$ cat src/rtl/fifo_uart_pkg.sv
`default_nettype none
// ============================================================================
// Module   : fifo_uart_pkg
// Purpose  : Shared types and constants for the FIFO-fed UART transmitter.
//            tx_state_t  - transmitter state encoding
//            IDLE_LEVEL  - serial line level when idle / stop bit
//            START_LEVEL - serial line level of the start bit
// Revision : 1.0 - initial release
// ============================================================================
package fifo_uart_pkg;

    typedef enum logic [2:0] {
        ST_IDLE   = 3'd0,
        ST_FETCH  = 3'd1,
        ST_LOAD   = 3'd2,
        ST_START  = 3'd3,
        ST_DATA   = 3'd4,
        ST_PARITY = 3'd5,
        ST_STOP   = 3'd6
    } tx_state_t;

    localparam logic IDLE_LEVEL  = 1'b1;
    localparam logic START_LEVEL = 1'b0;

endpackage
`default_nettype wire

$ cat src/rtl/fifo_uart_tx_baud_tick_gen.sv
`default_nettype none
// ============================================================================
// Module   : baud_tick_gen
// Purpose  : Bit-period counter. Counts 0..CLKS_PER_BIT-1 and wraps.
// Ports    : clk     - rising-edge clock
//            rst     - synchronous reset, active-low
//            clear   - forces the counter to 0 on the next edge
//            bit_end - high in the last cycle of a bit period
//            pre_end - high in the second-to-last cycle of a bit period
// Revision : 1.0 - initial release
// ============================================================================
module baud_tick_gen #(
    parameter int CLKS_PER_BIT = 4
) (
    input  logic clk,
    input  logic rst,
    input  logic clear,
    output logic bit_end,
    output logic pre_end
);

    localparam int CNT_W = (CLKS_PER_BIT > 1) ? $clog2(CLKS_PER_BIT) : 1;
    localparam logic [CNT_W-1:0] CNT_LAST = CNT_W'(CLKS_PER_BIT - 1);
    localparam logic [CNT_W-1:0] CNT_PRE  = CNT_W'(CLKS_PER_BIT - 2);

    logic [CNT_W-1:0] cnt_q;
    logic [CNT_W-1:0] cnt_d;

    always_comb begin
        cnt_d = cnt_q + 1'b1;
        if (clear || (cnt_q == CNT_LAST)) begin
            cnt_d = '0;
        end
    end

    always_ff @(posedge clk) begin
        if (!rst) begin
            cnt_q <= '0;
        end else begin
            cnt_q <= cnt_d;
        end
    end

    assign bit_end = (cnt_q == CNT_LAST);
    assign pre_end = (cnt_q == CNT_PRE);

endmodule
`default_nettype wire

$ cat src/rtl/fifo_uart_tx.sv
`default_nettype none
// ============================================================================
// Module   : fifo_uart_tx
// Purpose  : Pops words from a synchronous FIFO and serialises each one as a
//            UART frame: start bit, data LSB-first, optional even parity,
//            STOP_BITS stop bits. Pops are spaced at least 3 cycles apart.
// Ports    : clk        - rising-edge clock
//            rst        - synchronous reset, active-low
//            tx_en      - permits a new frame (sampled only in IDLE)
//            fifo_empty - FIFO empty flag (sampled only in IDLE)
//            fifo_data  - FIFO read data, valid the cycle after fifo_rd_en
//            fifo_rd_en - single-cycle pop request
//            tx         - serial output, idles high
//            busy       - high whenever not IDLE
//            frame_done - pulse in the last cycle of the final stop bit
// Revision : 1.0 - initial release
// ============================================================================
module fifo_uart_tx
    import fifo_uart_pkg::*;
#(
    parameter int DATA_W       = 8,
    parameter int CLKS_PER_BIT = 4,
    parameter int PARITY_EN    = 0,
    parameter int STOP_BITS    = 1
) (
    input  logic              clk,
    input  logic              rst,
    input  logic              tx_en,
    input  logic              fifo_empty,
    input  logic [DATA_W-1:0] fifo_data,
    output logic              fifo_rd_en,
    output logic              tx,
    output logic              busy,
    output logic              frame_done
);

    localparam int BIT_W = $clog2(DATA_W + 1);
    localparam logic [BIT_W-1:0] LAST_DATA = BIT_W'(DATA_W - 1);
    localparam logic [BIT_W-1:0] LAST_STOP = BIT_W'(STOP_BITS - 1);

    tx_state_t         state_q, state_d;
    logic [BIT_W-1:0]  bit_cnt_q, bit_cnt_d;
    logic [DATA_W-1:0] shift_q, shift_d;
    logic              parity_q, parity_d;
    logic              tx_q, tx_d;
    logic              fifo_rd_en_q, fifo_rd_en_d;
    logic              busy_q, busy_d;
    logic              frame_done_q, frame_done_d;

    logic              bit_end;
    logic              pre_end;
    logic              baud_clear;

    // Bit periods only run in the serialising states; everywhere else, and on
    // every state change, the counter is held at zero so each state starts on
    // a fresh bit period.
    assign baud_clear = (state_d != state_q) ||
                        (state_q == ST_IDLE) || (state_q == ST_FETCH) || (state_q == ST_LOAD);

    baud_tick_gen #(
        .CLKS_PER_BIT (CLKS_PER_BIT)
    ) u_baud (
        .clk     (clk),
        .rst     (rst),
        .clear   (baud_clear),
        .bit_end (bit_end),
        .pre_end (pre_end)
    );

    // State and registered outputs
    always_ff @(posedge clk) begin
        if (!rst) begin
            state_q      <= ST_IDLE;
            bit_cnt_q    <= '0;
            shift_q      <= '0;
            parity_q     <= 1'b0;
            tx_q         <= IDLE_LEVEL;
            fifo_rd_en_q <= 1'b0;
            busy_q       <= 1'b0;
            frame_done_q <= 1'b0;
        end else begin
            state_q      <= state_d;
            bit_cnt_q    <= bit_cnt_d;
            shift_q      <= shift_d;
            parity_q     <= parity_d;
            tx_q         <= tx_d;
            fifo_rd_en_q <= fifo_rd_en_d;
            busy_q       <= busy_d;
            frame_done_q <= frame_done_d;
        end
    end

    // Next state, bit counting, shift register and parity
    always_comb begin
        state_d   = state_q;
        bit_cnt_d = bit_cnt_q;
        shift_d   = shift_q;
        parity_d  = parity_q;
        case (state_q)
            ST_IDLE: begin
                if (tx_en && !fifo_empty) begin
                    state_d = ST_FETCH;
                end
            end
            ST_FETCH: begin
                state_d = ST_LOAD;
            end
            ST_LOAD: begin
                shift_d  = fifo_data;
                parity_d = ^fifo_data;
                state_d  = ST_START;
            end
            ST_START: begin
                if (bit_end) begin
                    state_d = ST_DATA;
                end
            end
            ST_DATA: begin
                if (bit_end) begin
                    shift_d = shift_q >> 1;
                    if (bit_cnt_q == LAST_DATA) begin
                        state_d = (PARITY_EN != 0) ? ST_PARITY : ST_STOP;
                    end else begin
                        bit_cnt_d = bit_cnt_q + 1'b1;
                    end
                end
            end
            ST_PARITY: begin
                if (bit_end) begin
                    state_d = ST_STOP;
                end
            end
            ST_STOP: begin
                // The bit counter is reused to count stop bits.
                if (bit_end) begin
                    if (bit_cnt_q == LAST_STOP) begin
                        state_d = ST_IDLE;
                    end else begin
                        bit_cnt_d = bit_cnt_q + 1'b1;
                    end
                end
            end
            default: begin
                state_d = ST_IDLE;
            end
        endcase
        if (state_d != state_q) begin
            bit_cnt_d = '0;
        end
    end

    // Outputs are decoded from the next state so the registered copies line
    // up with the state they belong to.
    always_comb begin
        tx_d         = IDLE_LEVEL;
        fifo_rd_en_d = 1'b0;
        busy_d       = (state_d != ST_IDLE);
        case (state_d)
            ST_FETCH:  fifo_rd_en_d = 1'b1;
            ST_START:  tx_d = START_LEVEL;
            ST_DATA:   tx_d = shift_d[0];
            ST_PARITY: tx_d = parity_d;
            default:   tx_d = IDLE_LEVEL;
        endcase
        // One cycle early, so the registered pulse lands in the final cycle.
        frame_done_d = (state_q == ST_STOP) && (bit_cnt_q == LAST_STOP) && pre_end;
    end

    assign tx         = tx_q;
    assign fifo_rd_en = fifo_rd_en_q;
    assign busy       = busy_q;
    assign frame_done = frame_done_q;

endmodule
`default_nettype wire

$ cat config.mk
export PLATFORM = sky130hd
export DESIGN_NAME = fifo_uart_tx
export DESIGN_NICKNAME = d
export VERILOG_FILES = /design/src/rtl/fifo_uart_pkg.sv /design/src/rtl/fifo_uart_tx_baud_tick_gen.sv /design/src/rtl/fifo_uart_tx.sv
export SDC_FILE = /design/constraint.sdc
export NUM_CORES = 1
export LEC_CHECK = 0
export ABC_AREA = 1
export CAP_MARGIN = 20
export CORE_ASPECT_RATIO = 0.75
export CORE_MARGIN = 5
export CORE_UTILIZATION = 44
export CTS_CLUSTER_SIZE = 20
export DETAILED_ROUTE_END_ITERATION = 7
export PLACE_DENSITY = 0.65
export SYNTH_ARGS = -nofsm -noshare
export SYNTH_HDL_FRONTEND = slang
export SYNTH_SLANG_ARGS = --single-unit
$ cat constraint.sdc
create_clock -name clk -period 2 [get_ports clk]
set_input_delay 0.2 -clock clk [delete_from_list [all_inputs] [get_ports clk]]
set_output_delay 0.2 -clock clk [all_outputs]
set_load 0.03 [all_outputs]
==> results.cfg <==
[place]
dp.cells = 256
place_congestion = 0.9187
dp_hpwl_um = 2434
port_buffers = 15
placed_cell_area_sq_um = 1535

[clock_network]
cts_root_buffer = clkbuf_8
clk_pin_slew_ns = 0.08
cts_tree = done
cts-buffers-inserted = 3
cts-hold-fix-buffers = 0
h-tree-depth = 1
cts-resized-gates = 0
clockBufferDepth = 2
post_cts_buffers = 0
clkLatencyLatePin_ns = 0.26
clock_sinks = 22

[finish]
n_fill_cell = 295
nets = 239
layout-drive-gt1-share_pct = 10.81
post-route-cell-area_sq_um = 1607
diodes = 0
area_growth_syn_to_layout_pct = 18.67
final_cells = 260

[setup_path]
ff2ff_setup_slack_ns = 0.32
r2r_start = u_baud.cnt_q[0]
crit_family = simple AND/OR/NAND/NOR gates
crit_slowest_cell = dfxtp_1
setup.worst_path.class = flip-flop to flip-flop
critPathLaunchType = flip-flop
r2r_end = bit_cnt_q[0]
crit_path_max_fanout = 8
worst_setup_path_end_kind = flip-flop
cp_cell_sequence = ha_1 -> inv_1 -> nand4_1 -> nand2_2 -> nor2_4 -> nand2_1 -> nand2_1 -> inv_2 -> nand3_4 -> nor2_1
reg2reg_depth = 10
endpoint = bit_cnt_q[0]
slowest_delay_ns = 0.37
cp.depth = 10
critPathRequiredTime_ns = 2.16
crit_start = u_baud.cnt_q[0]
cp_num_buf_inv = 2
cp.arrival_ns = 1.85
cpMostUsedCell = nand2_1

[logic_synthesis]
synth-seq-cells = 22
synth_cells = 206
seq_area_frac_synth_pct = 32.53
synth_fp_nets = 222
synth_area_per_cell_sq_um = 6.572
synth_warnings = 0
synth_cell_types = 28
syn_area_sq_um = 1354

[power_and_ir_drop]
ir_drop_mv = 0.4160
p_leak_nw = 0.7567
power_w = 0.001169
powerDensity_nw_per_um2 = 727.4

[detailed_routing]
wl_um = 3011
firstDrtPassIters = 4
ant_nets = 0
drc = 0
num_vias = 1281
viasPerCell = 4.927
wl_per_cell_um = 11.58
drt_iter0_markers = 87

[floorplanning]
fp-row-count = 17
die_y_um = 58.04
start_util_pct = 45.79
die_w_um = 74.05
dieArea_sq_um = 4298
io_pins = 16
core_sq_um = 2957

[grt]
grt_pass1_wl_um = 5285
grt_max_degree = 15
grt.overflow.total = 0
grt.total_usage_pct = 15.71
antenna_found_initial = 0
grt_pass1_vias = 1257

[sta]
period_needed_ns = 1.684
fin_crit_sh_pct = 84.19
clock.fmax_mhz = 593.9
setup-tns-final_ns = 0
slew-limit-headroom_pct = 66.30
setup_viol = 0
drv_slew = 0
finalClockSkew_ns = 0.002270
finalHoldViolCount = 0
tightest_slew_ns = 0.5048
rsz0062_at_grt = no

[flow_run]
drv_cap = 0

[outcome]
outcome = completed

[worst_hold_path]
hold_class = flip-flop to flip-flop
==> sequential cells by signal, summed over array words and instances (netlist names) <==
name / count
shift_q: 8
bit_cnt_q: 4
state_q: 3
u_baud.cnt_q: 2
busy: 1
fifo_rd_en: 1
frame_done: 1
parity_q: 1
tx: 1
==> synthesized netlist by cell type (all sizes together) <==
| cell type | count | area share [%] |
|---|---|---|
| or2 | 1 | 0.46 |
| xor2 | 2 | 1.3 |
| nor3 | 2 | 1.5 |
| inv | 34 | 9.8 |
| a221oi | 6 | 3.9 |
| a21oi | 4 | 2.0 |
| o21ai | 1 | 0.37 |
| dfxtp | 22 | 33 |
| a31oi | 1 | 0.46 |
| xnor2 | 1 | 0.65 |
| buf | 2 | 0.92 |
| ha | 4 | 3.7 |
| nand2 | 65 | 19 |
| nand4 | 6 | 3.2 |
| nor2 | 37 | 13 |
| clkbuf | 1 | 0.28 |
| nand3 | 17 | 7.2 |
==> layout make-up <==
type	instances	area, sq um	area share [%]
inverters	34	132.6	8.255
repair buffers	15	150.1	9.346
clock buffers	3	41.29	2.570
well taps	38	47.55	2.960
clock inverters	1	30.03	1.869
multi-input cells	147	764.5	47.59
flip-flops and latches	22	440.4	27.41
==> layout by cell type (no fill, tap or decap), drive strengths merged <==
cell type / count
clkdlybuf4s50: 15
dfxtp: 22
a221oi: 6
nand2: 65
nor2: 37
a31oi: 1
clkbuf: 3
nand4: 6
nor3: 2
nand3: 17
o21ai: 1
a21oi: 4
xor2: 2
or2: 1
xnor2: 1
ha: 4
inv: 34
bufinv: 1
==> stage by stage <==
| step | hold WS, ns | setup WS (ns) | utilization, % |
|---|---|---|---|
| after floorplan | 0.2937 | 0.5728 | - |
| after global placement | 0.4481 | 0.3233 | 51.93 |
| after detailed placement | 0.4575 | 0.3321 | 51.93 |
| after CTS | 0.4696 | 0.3233 | 54.34 |
| after global routing | 0.5016 | 0.1383 | 54.34 |
| final | 0.4675 | 0.3161 | 54.34 |
==> cells by family after synthesis <==
group / synth area share [%]
and+or+nand+nor: 44.09
buffers and inverters: 11.00
DFF: 32.53
AOI/OAI and AO/OA: 6.747
adders and majority gates: 3.697
xor gates and xnor gates: 1.941
==> worst min-delay path by stage <==
stage / start / endpoint / slack, ns / depth (start not counted)
after global routing: u_baud.cnt_q[0] / u_baud.cnt_q[0] / 0.50 / 1
final: u_baud.cnt_q[0] / u_baud.cnt_q[0] / 0.47 / 1
after global placement: u_baud.cnt_q[0] / u_baud.cnt_q[0] / 0.45 / 1
after CTS: u_baud.cnt_q[0] / u_baud.cnt_q[0] / 0.47 / 1
after floorplan: rst / tx / 0.29 / 1
after detailed placement: u_baud.cnt_q[0] / u_baud.cnt_q[0] / 0.46 / 1
==> per-layer routing <==
layer / vias to the layer above / GRT usage [%] / routed length (um)
li1: 678 / - / -
met1: 546 / 21.21 / 1519
met2: 49 / 23.86 / 1234
met3: 8 / 3.813 / 188
met4: 0 / 6.460 / 69
met5: - / 0 / 0
==> where the power goes <==
group          switching, W  internal [W]
clock              0.000146      0.000267
combinational      0.000167      0.000104
sequential        0.0000192      0.000465
Note: power is estimated with default switching activity, not from simulation.
